<file path="src/rtl/acc_pkg.sv">
// Shared definitions for the temporal FP16 accumulator datapath.
// FP16_W/LANES describe one accumulated vector; state_t is the control
// state encoding used by the result writer.
package acc_pkg;

  localparam int FP16_W    = 16;
  localparam int LANES     = 16;
  localparam int ACC_VEC_W = LANES * FP16_W;

  typedef enum logic [1:0] {
    IDLE = 2'd0,
    RUN  = 2'd1,
    DONE = 2'd2
  } state_t;

endpackage

</file>
<file path="src/rtl/vec_fifo.sv">
// Synchronous FIFO holding whole accumulated vectors.
// Ports:
//   clk, rst              clock, asynchronous active-high reset
//   push, push_data       write request and vector
//   pop                   read request (head advances)
//   pop_data              current head entry (valid when !empty)
//   full, empty           occupancy flags
// A push while full is accepted only when a pop happens in the same cycle,
// since the slot is freed at the same edge.
module vec_fifo #(
  parameter int DATA_W = 256,
  parameter int DEPTH  = 4
) (
  input  logic              clk,
  input  logic              rst,
  input  logic              push,
  input  logic [DATA_W-1:0] push_data,
  input  logic              pop,
  output logic [DATA_W-1:0] pop_data,
  output logic              full,
  output logic              empty
);

  localparam int PTR_W = $clog2(DEPTH);

  logic [PTR_W-1:0]  wr_ptr;
  logic [PTR_W-1:0]  rd_ptr;
  logic [PTR_W:0]    count;
  logic [DATA_W-1:0] mem [DEPTH];
  logic              do_push;
  logic              do_pop;

  assign do_pop  = pop && !empty;
  assign do_push = push && (!full || do_pop);

  assign full     = (count == (PTR_W+1)'(DEPTH));
  assign empty    = (count == '0);
  assign pop_data = mem[rd_ptr];

  // Pointers wrap naturally because DEPTH is a power of two; the extra
  // count bit distinguishes full from empty.
  always_ff @(posedge clk or posedge rst) begin
    if (rst) begin
      wr_ptr <= '0;
      rd_ptr <= '0;
      count  <= '0;
    end else begin
      if (do_push) wr_ptr <= wr_ptr + PTR_W'(1);
      if (do_pop)  rd_ptr <= rd_ptr + PTR_W'(1);
      count <= count + (PTR_W+1)'(do_push) - (PTR_W+1)'(do_pop);
    end
  end

  always_ff @(posedge clk) begin
    if (do_push) mem[wr_ptr] <= push_data;
  end

endmodule

</file>
<file path="src/rtl/acc_result_writer.sv">
// Result writer: buffers completed accumulator vectors (no backpressure on
// the input side) and streams them as BEAT_W-bit beats to a valid/ready
// memory write port at consecutive byte addresses.
// Ports:
//   clk, rst                 clock, asynchronous active-high reset
//   cfg_start                pulse: latch base/count and start a job (IDLE only)
//   cfg_base_addr            byte address of the first beat
//   cfg_num_vectors          vectors expected in this job
//   in_valid, in_vector      single-cycle vector from the accumulator
//   wr_valid/ready/addr/data/last   write beat port, low beat first
//   busy                     job running
//   done                     one-cycle pulse when the last beat is accepted
//   err_overflow             sticky: a vector was dropped on a full FIFO
//   err_unexpected           sticky: a vector arrived when none was expected
module acc_result_writer
  import acc_pkg::*;
#(
  parameter int DATA_W     = ACC_VEC_W,
  parameter int BEAT_W     = 64,
  parameter int FIFO_DEPTH = 4,
  parameter int ADDR_W     = 32,
  parameter int CNT_W      = 16
) (
  input  logic              clk,
  input  logic              rst,
  input  logic              cfg_start,
  input  logic [ADDR_W-1:0] cfg_base_addr,
  input  logic [CNT_W-1:0]  cfg_num_vectors,
  input  logic              in_valid,
  input  logic [DATA_W-1:0] in_vector,
  output logic              wr_valid,
  input  logic              wr_ready,
  output logic [ADDR_W-1:0] wr_addr,
  output logic [BEAT_W-1:0] wr_data,
  output logic              wr_last,
  output logic              busy,
  output logic              done,
  output logic              err_overflow,
  output logic              err_unexpected
);

  localparam int BEATS  = DATA_W / BEAT_W;
  localparam int BIDX_W = (BEATS > 1) ? $clog2(BEATS) : 1;
  localparam logic [BIDX_W-1:0] LAST_BEAT = BIDX_W'(BEATS - 1);
  localparam logic [ADDR_W-1:0] ADDR_STEP = ADDR_W'(BEAT_W / 8);

  state_t            state;
  state_t            state_nxt;
  logic [ADDR_W-1:0] addr_q;
  logic [CNT_W-1:0]  num_q;
  logic [CNT_W-1:0]  rcv_cnt;
  logic [CNT_W-1:0]  sent_cnt;
  logic [BIDX_W-1:0] beat_idx;

  logic              fifo_push;
  logic              fifo_pop;
  logic              fifo_full;
  logic              fifo_empty;
  logic [DATA_W-1:0] head;
  logic [BEAT_W-1:0] head_beats [BEATS];

  logic              start_ok;
  logic              in_slot;
  logic              handshake;
  logic              drop_full;
  logic              unexpected;
  logic              final_beat;

  vec_fifo #(
    .DATA_W (DATA_W),
    .DEPTH  (FIFO_DEPTH)
  ) u_fifo (
    .clk       (clk),
    .rst       (rst),
    .push      (fifo_push),
    .push_data (in_vector),
    .pop       (fifo_pop),
    .pop_data  (head),
    .full      (fifo_full),
    .empty     (fifo_empty)
  );

  // in_slot: a vector the job still expects. Whether it is stored depends
  // on room in the FIFO, counting a slot freed by a same-cycle pop.
  assign start_ok   = cfg_start && (state == IDLE);
  assign in_slot    = in_valid && (state == RUN) && (rcv_cnt < num_q);
  assign handshake  = wr_valid && wr_ready;
  assign fifo_pop   = handshake && wr_last;
  assign fifo_push  = in_slot && (!fifo_full || fifo_pop);
  assign drop_full  = in_slot && fifo_full && !fifo_pop;
  assign unexpected = in_valid && !in_slot;
  assign final_beat = fifo_pop && (sent_cnt == num_q - CNT_W'(1));

  // Split the head vector into beats so the beat index selects a word.
  always_comb begin
    for (int i = 0; i < BEATS; i++) begin
      head_beats[i] = head[i*BEAT_W +: BEAT_W];
    end
  end

  // Data and last are qualified by valid so the port reads as zero when idle.
  assign wr_valid = (state == RUN) && !fifo_empty;
  assign wr_last  = wr_valid && (beat_idx == LAST_BEAT);
  assign wr_data  = wr_valid ? head_beats[beat_idx] : '0;
  assign wr_addr  = addr_q;

  always_ff @(posedge clk or posedge rst) begin
    if (rst) state <= IDLE;
    else     state <= state_nxt;
  end

  // Completion is driven by beats leaving the port, not vectors arriving,
  // so a job with a dropped vector stays in RUN until reset.
  always_comb begin
    state_nxt = state;
    busy      = 1'b0;
    done      = 1'b0;
    case (state)
      IDLE: begin
        if (cfg_start) state_nxt = (cfg_num_vectors == '0) ? DONE : RUN;
      end
      RUN: begin
        busy = 1'b1;
        if (final_beat) state_nxt = DONE;
      end
      DONE: begin
        done      = 1'b1;
        state_nxt = IDLE;
      end
      default: state_nxt = IDLE;
    endcase
  end

  // Job counters, beat index and address generator. Beat index and address
  // only move on an accepted beat, which keeps the port stable under stall.
  // Error set has priority over the clear from a start in the same cycle.
  always_ff @(posedge clk or posedge rst) begin
    if (rst) begin
      addr_q         <= '0;
      num_q          <= '0;
      rcv_cnt        <= '0;
      sent_cnt       <= '0;
      beat_idx       <= '0;
      err_overflow   <= 1'b0;
      err_unexpected <= 1'b0;
    end else begin
      if (start_ok) begin
        addr_q         <= cfg_base_addr;
        num_q          <= cfg_num_vectors;
        rcv_cnt        <= '0;
        sent_cnt       <= '0;
        beat_idx       <= '0;
        err_overflow   <= 1'b0;
        err_unexpected <= 1'b0;
      end else begin
        if (handshake) begin
          addr_q   <= addr_q + ADDR_STEP;
          beat_idx <= wr_last ? '0 : beat_idx + BIDX_W'(1);
        end
        if (fifo_pop) sent_cnt <= sent_cnt + CNT_W'(1);
        if (in_slot)  rcv_cnt  <= rcv_cnt + CNT_W'(1);
      end
      if (drop_full)  err_overflow   <= 1'b1;
      if (unexpected) err_unexpected <= 1'b1;
    end
  end

endmodule

</file>
<file path="config.mk">
export PLATFORM = sky130hd
export DESIGN_NAME = acc_result_writer
export DESIGN_NICKNAME = d
export VERILOG_FILES = /design/src/rtl/acc_pkg.sv /design/src/rtl/vec_fifo.sv /design/src/rtl/acc_result_writer.sv
export SDC_FILE = /design/constraint.sdc
export NUM_CORES = 1
export LEC_CHECK = 0
export ABC_AREA = 1
export ABC_CLOCK_PERIOD_IN_PS = 12750
export CORE_MARGIN = 4
export CORE_UTILIZATION = 45
export DETAILED_ROUTE_END_ITERATION = 16
export PLACE_DENSITY = 0.75
export SLEW_MARGIN = 40
export SYNTH_ARGS = -nofsm -noshare
export SYNTH_HDL_FRONTEND = slang
export SYNTH_SLANG_ARGS = --single-unit
</file>
<file path="constraint.sdc">
create_clock -name clk -period 12.75 [get_ports clk]
set_input_delay 2.55 -clock clk [delete_from_list [all_inputs] [get_ports clk]]
set_output_delay 2.55 -clock clk [all_outputs]
set_load 0.01 [all_outputs]
</file>
==> results.py, run 1 <==
metrics = {
    "timing": {
        "fin_skew_ns": 0.0633,
        "finalSetupViolCount": 0,
        "relSlewSlack": 0.432,
        "clock.fmax_mhz": 130,
        "whs_ns": 0.475,
        "final_max_slew_viol_count": 0,
        "rsz0062_at_grt": "false",
        "final-hold-violation-count": 0,
        "period_minus_slack_ns": 7.72,
        "final.period_utilization": 0.605,
        "final.setup.worst_slack_ns": 5.03,
        "worst_pin_slew_ns": 0.851,
    },
    "floorplanning": {
        "ioPinCount": 411,
        "rows": 116,
        "die_h_um": 327,
        "fp.coreArea_mm2": 0.100,
        "die_w_um": 327,
        "dieArea_mm2": 0.107,
        "start_util": 0.455,
    },
    "grt": {
        "grt_pass1_vias": 30200,
        "use_met1": 0.320,
        "met2_usage": 0.369,
        "busiest_layer": "met2",
        "globalRouteMet3Util": 0.0616,
        "grt_max_degree": 222,
        "grt.total_usage": 0.235,
        "grt-ovfl-total": 0,
        "grt_pass1_wl_um": 190000,
        "antenna_found_initial": 60,
    },
    "detailed_routing": {
        "drt_iter0_drc": 3617,
        "wl_per_cell_um": 24.0,
        "drt-vias-per-instance": 5.87,
        "totalWireLength_um": 130000,
        "ant_nets": 0,
        "drc": 0,
        "vias": 31700,
        "dr.pass1.iters": 6,
    },
    "place": {
        "post-place-ws_ns": 5.86,
        "hpwl_um": 78000,
        "place_area_mm2": 0.0510,
        "gp_congestion": 0.905,
        "numPortBuffers": 410,
    },
    "synth": {
        "yosysSeqAreaShare": 0.724,
        "synthCells": 3603,
        "synth_area_leaders": "edfxtp_1 (67%), o21ai_0 (6.2%), dfrtp_1 (5.1%)",
        "yosysMostFrequentCell": "edfxtp_1",
        "synth_top_area_frac": 0.673,
        "async_reset_ff_frac": 0.0833,
        "synth_nets": 3939,
        "yosysWarnings": 0,
        "synth_area_per_cell_um2": 12.7,
        "yosys.area.top_type": "edfxtp_1",
        "synth_edf_count": 1024,
        "ys_types": 49,
        "synth-seq-cells": 1117,
        "synthTopCellsByCount": "edfxtp_1 (1024), nor2_1 (608), o21ai_0 (565)",
        "ys.flop_type": "edfxtp_1",
        "synth.cell_area_mm2": 0.0457,
    },
    "clocking": {
        "cts_buffer_depth": 3,
        "cts_buffers": 112,
        "cts_hold_buf": 0,
        "postCtsResizedCells": 0,
        "clock_latency_ns": 0.71,
        "cts_setup_buffers": 0,
        "clock_sinks": 1117,
        "clkTransAtPathRegs_ns": 0.06,
        "cts_root_buf": "clkbuf_16",
        "cts_tree": "built",
        "htree_levels": 3,
    },
    "setup_path": {
        "cp_data_required_time_ns": 10.20,
        "worst_setup_path_start_kind": "flop",
        "cp.arrival_ns": 5.17,
        "end_kind": "primary output",
        "cp_num_buf_inv": 4,
        "cpLargestDelayFamily": "buffers and inverters",
        "crit_type": "flop to primary output",
        "critPathMaxFanout": 221,
        "critPathSlowestCell": "buf_4",
        "cp_cell_sequence": "inv_16 > clkbuf_8 > buf_4 > o21ai_0 > o221ai_1 > nand3_1 > a21oi_1 > clkdlybuf4s50_1",
        "slowest_delay_ns": 0.77,
    },
    "run": {
        "drv_cap": 0,
    },
    "cells_and_area": {
        "fillers": 8132,
        "areaGrowthSynthToFinish_pct": 20.0,
        "final_area_mm2": 0.0548,
        "nets": 4260,
        "fin_util": 0.546,
        "layout-drive-gt1-share": 0.0578,
    },
    "run_status": {
        "status": "completed",
    },
    "power_and_ir_drop": {
        "peakVddDrop_uv": 175,
        "design_power_total_mw": 12.3,
        "powerDensity_mw_per_mm2": 225,
        "p_leak_nw": 18.0,
    },
    "worst_hold_path": {
        "hold_path_class": "flop to flop",
    },
}
## per-stage QoR
stage / cells / TNS [ns]
floorplan: 3603 / -1930.58
global placement: 5161 / 0
detailed placement: 5164 / 0
CTS: 5369 / 0
global route: 5386 / 0
finish: 5402 / 0
## where the power goes
part,switching [mW],internal (mW)
logic,2.78,1.35
clock network,1.37,1.93
registers,0.314,4.58
total,4.47,7.85
## sequential cells by signal (all words and copies together), names as in the netlist
register        count
beat_idx            2
err_overflow        1
err_unexpected      1
num_q              16
rcv_cnt            16
sent_cnt           16
state               2
u_fifo.count        3
u_fifo.mem       1024
u_fifo.rd_ptr       2
u_fifo.wr_ptr       2
wr_addr            32
## area by class of cell
class                   instances  area [um2]  share of cell area
diodes                         30        75.1             0.00137
clock buffers                 142        2930              0.0533
clock inverters                63         788              0.0144
inverters                     116         462             0.00842
multi-input cells            2129       11200               0.204
flip-flops and latches       1117       33100               0.604
well taps                    1357        1700              0.0310
repair buffers                448        4630              0.0845
## worst register-to-register path, stage by stage (launching register included)
cell and delay [ns]:
dfrtp_4 0.84, ha_1 0.31, nand3_2 0.14, nor2_4 0.36, inv_2 0.16, nand2_1 0.16
nand3_1 0.40, nor2_4 0.19, buf_4 0.63, buf_12 0.54, buf_16 0.43
## cells in the final DEF (no fill, tap or decap), types with 15 or more instances in the layout
cell type and count:
edfxtp_1 1024, nor2_1 604, o21ai_0 565, clkdlybuf4s50_1 410
nand2_1 220, o221ai_1 177, nand3_1 124, clkbuf_16 112
inv_1 104, a21oi_1 95, dfrtp_1 89, o211ai_1 88
o22ai_1 85, diode_2 30, xor2_1 29, clkinv_1 29
clkbuf_1 29, nor3_1 28, ha_1 26, nand4_1 16
buf_6 16, bufinv_16 15
## worst paths after layout
| check | from | end | slack (ns) | cells past startpoint |
|---|---|---|---|---|
| max reg2reg | beat_idx[1] | u_fifo.mem[3][106] | 8.17 | 10 |
| max in group asynchronous | rst | u_fifo.rd_ptr[0] | 9.43 | 3 |
| min reg2reg | wr_addr[0] | wr_addr[0] | 0.48 | 2 |
| max | u_fifo.rd_ptr[0] | wr_data[7] | 5.03 | 8 |
| min | wr_addr[0] | wr_addr[0] | 0.48 | 2 |
| min in group asynchronous | rst | wr_addr[29] | 2.25 | 2 |
## kinds of logic after synthesis
logic type               count (synthesis)  synth area share
flip-flops                            1117             0.724
AO/OA/AOI/OAI                         1035             0.136
buffers and inverters                  357            0.0323
AND/OR/NAND/NOR                       1032            0.0932
XOR/XNOR                                35           0.00671
adder cells (fa/ha/maj)                 27           0.00756
## metal layers
layer,wire length [um],part of all wire
met1,51800,0.40
met2,60800,0.47
met3,13200,0.10
met4,3600,0.028
met5,160,0.0012
(Power assumes the default switching activity.)
==> run 2, diff against run 1 <==
--- a/config.mk
+++ b/config.mk
@@ -6,11 +6,11 @@
 export NUM_CORES = 1
 export LEC_CHECK = 0
 export ABC_AREA = 1
-export ABC_CLOCK_PERIOD_IN_PS = 12750
+export ABC_CLOCK_PERIOD_IN_PS = 7660
 export CORE_MARGIN = 4
 export CORE_UTILIZATION = 45
 export DETAILED_ROUTE_END_ITERATION = 16
-export PLACE_DENSITY = 0.75
+export PLACE_DENSITY = 0.73
 export SLEW_MARGIN = 40
 export SYNTH_ARGS = -nofsm -noshare
 export SYNTH_HDL_FRONTEND = slang
==> constraint.sdc (replaced) <==
create_clock -name clk -period 7.66 [get_ports clk]
set_input_delay 1.532 -clock clk [delete_from_list [all_inputs] [get_ports clk]]
set_output_delay 1.532 -clock clk [all_outputs]
set_load 0.01 [all_outputs]
==> run 2 against run 1 <==
Net effect:
- final area grew 0.52%
- first-iteration DRC count decreased by 9.0%
- critical path type unchanged
- via count is 1.5% lower
- highest routed layer unchanged
==> results.py, run 2 (synthesis gave the netlist of run 1 again) <==
metrics = {
    "floorplanning": {
        "die_w_um": 327,
        "die_h_um": 327,
        "dieArea_mm2": 0.107,
        "rows": 116,
        "fp.coreArea_mm2": 0.100,
        "start_util": 0.455,
        "ioPinCount": 411,
    },
    "setup_path": {
        "worst_setup_path_start_kind": "flop",
        "rr_startpoint": "beat_idx[0]",
        "cp.arrival_ns": 4.90,
        "timing.rr.end": "u_fifo.mem[1][3]",
        "end_kind": "primary output",
        "rr_worst_depth": 9,
        "crit_type": "flop to primary output",
        "critPathMaxFanout": 78,
        "r2r_slack_ns": 3.12,
        "cp_data_required_time_ns": 6.13,
        "crit_path_start": "u_fifo.rd_ptr[0]",
    },
    "timing": {
        "relSlewSlack": 0.425,
        "final-hold-violation-count": 0,
        "finalSetupViolCount": 0,
        "rsz0062_at_grt": "false",
        "clock.fmax_mhz": 155,
        "fin_skew_ns": 0.0604,
        "worst_pin_slew_ns": 0.862,
        "final.period_utilization": 0.840,
        "period_minus_slack_ns": 6.43,
        "final_max_slew_viol_count": 0,
    },
    "run": {
        "drv_cap": 0,
    },
    "cells_and_area": {
        "nets": 4271,
        "final_common_cell": "edfxtp_1",
        "areaGrowthSynthToFinish_pct": 20.7,
        "fillers": 8127,
        "max_flop_register": "u_fifo.mem",
        "stdcell_count": 5419,
        "multi_input_area_mm2": 0.0112,
        "layout_common_cells": "edfxtp_1 (1024), nor2_1 (604), o21ai_0 (565)",
        "fin_util": 0.549,
        "ff_latch_area_mm2": 0.0331,
        "largest_reg_flops": 1024,
        "layout-drive-gt1-share": 0.0656,
    },
    "power_and_ir_drop": {
        "powerDensity_mw_per_mm2": 379,
        "p_leak_nw": 18.2,
        "peakVddDrop_uv": 263,
    },
    "detailed_routing": {
        "vias": 31200,
        "drt_iter0_drc": 3293,
        "ant_nets": 0,
        "totalWireLength_um": 128000,
        "dr.pass1.iters": 8,
        "drc": 0,
        "wl_per_cell_um": 23.6,
        "drt-vias-per-instance": 5.76,
    },
    "place": {
        "hpwl_um": 76600,
        "numPortBuffers": 410,
        "gp_congestion": 0.877,
        "post-place-cells": 5176,
    },
    "clocking": {
        "clkTransAtPathRegs_ns": 0.07,
        "cts_buffers": 112,
        "cts_root_buf": "clkbuf_16",
        "cts_setup_buffers": 0,
        "clock_latency_ns": 0.71,
        "clock_sinks": 1117,
        "cts_buffer_depth": 3,
        "cts_tree": "built",
        "postCtsResizedCells": 0,
        "cts_hold_buf": 0,
        "htree_levels": 3,
    },
    "worst_hold_path": {
        "holdPathStages": 2,
        "hold_path_class": "flop to flop",
        "worstHoldStart": "wr_addr[0]",
        "min_to": "wr_addr[0]",
    },
    "grt": {
        "grt-ovfl-total": 0,
        "antenna_found_initial": 66,
        "grt_pass1_vias": 29400,
        "grt_max_degree": 223,
        "grt_pass1_wl_um": 188000,
        "grt.total_usage": 0.232,
    },
    "run_status": {
        "status": "completed",
    },
}
## run 2: cell count changes in the layout (fill, tap and decap cells not counted), sizes merged
| cell | previous run | this run |
|---|---|---|
| bufinv | 15 | 19 |
| clkinv | 50 | 51 |
| diode | 30 | 35 |
| clkinvlp | 0 | 7 |
| clkbuf | 143 | 127 |
| buf | 37 | 49 |
| inv | 114 | 118 |
## run 2: layer usage
metal	global-route usage	part of all wire	vias to the layer above
met4	0.0854	0.030	44
met5	0	0.0021	-
met3	0.0727	0.10	196
met1	0.318	0.41	15400
met2	0.350	0.45	1393
li1	-	-	14200
## run 2: layout make-up
class | instances | share of cell area
inverter | 116 | 0.00858
antenna | 35 | 0.00159
clock inverter | 79 | 0.0178
clock buffer | 127 | 0.0523
tap | 1357 | 0.0308
sequential | 1117 | 0.600
multi-input combinational | 2129 | 0.203
timing repair buffer | 459 | 0.0860
## run 2: power breakdown
group	total, mW	switching, mW	internal [mW]
clock	5.70	2.34	3.35
combinational	7.10	4.79	2.31
sequential	8.11	0.495	7.61
total	20.9	7.63	13.3
## run 2: stage by stage
step           hold slack [ns]  setup TNS, ns  total power [mW]  instance area (um2)  setup WS (ns)
2_1_floorplan            0.477       -1704.16              12.5                45700          -1.66
3_3_place_gp             0.453              0              15.1                51000           2.10
3_5_place_dp             0.458              0              15.3                51100           2.04
4_1_cts                  0.473              0              21.0                55000           1.25
5_1_grt                  0.502              0              22.0                55100          0.926
6_report                 0.474              0              20.9                55100           1.23
## run 2: worst max-delay path by stage
| stage | depth (start not counted) | end | slack (ns) |
|---|---|---|---|
| floorplan | 6 | u_fifo.mem[0][0] | -1.66 |
| global placement | 7 | wr_data[30] | 2.10 |
| detailed placement | 7 | wr_data[28] | 2.04 |
| CTS | 7 | wr_data[26] | 1.25 |
| global route | 7 | wr_data[30] | 0.93 |
| finish | 7 | wr_data[30] | 1.23 |
## run 2: critical path: stages, from the launching register on
cell and delay (ns):
dfrtp_4 0.92, buf_4 0.75, buf_4 0.74, o21ai_0 0.22
o221ai_1 0.21, o211ai_1 0.33, a21oi_1 0.26, clkdlybuf4s50_1 0.70
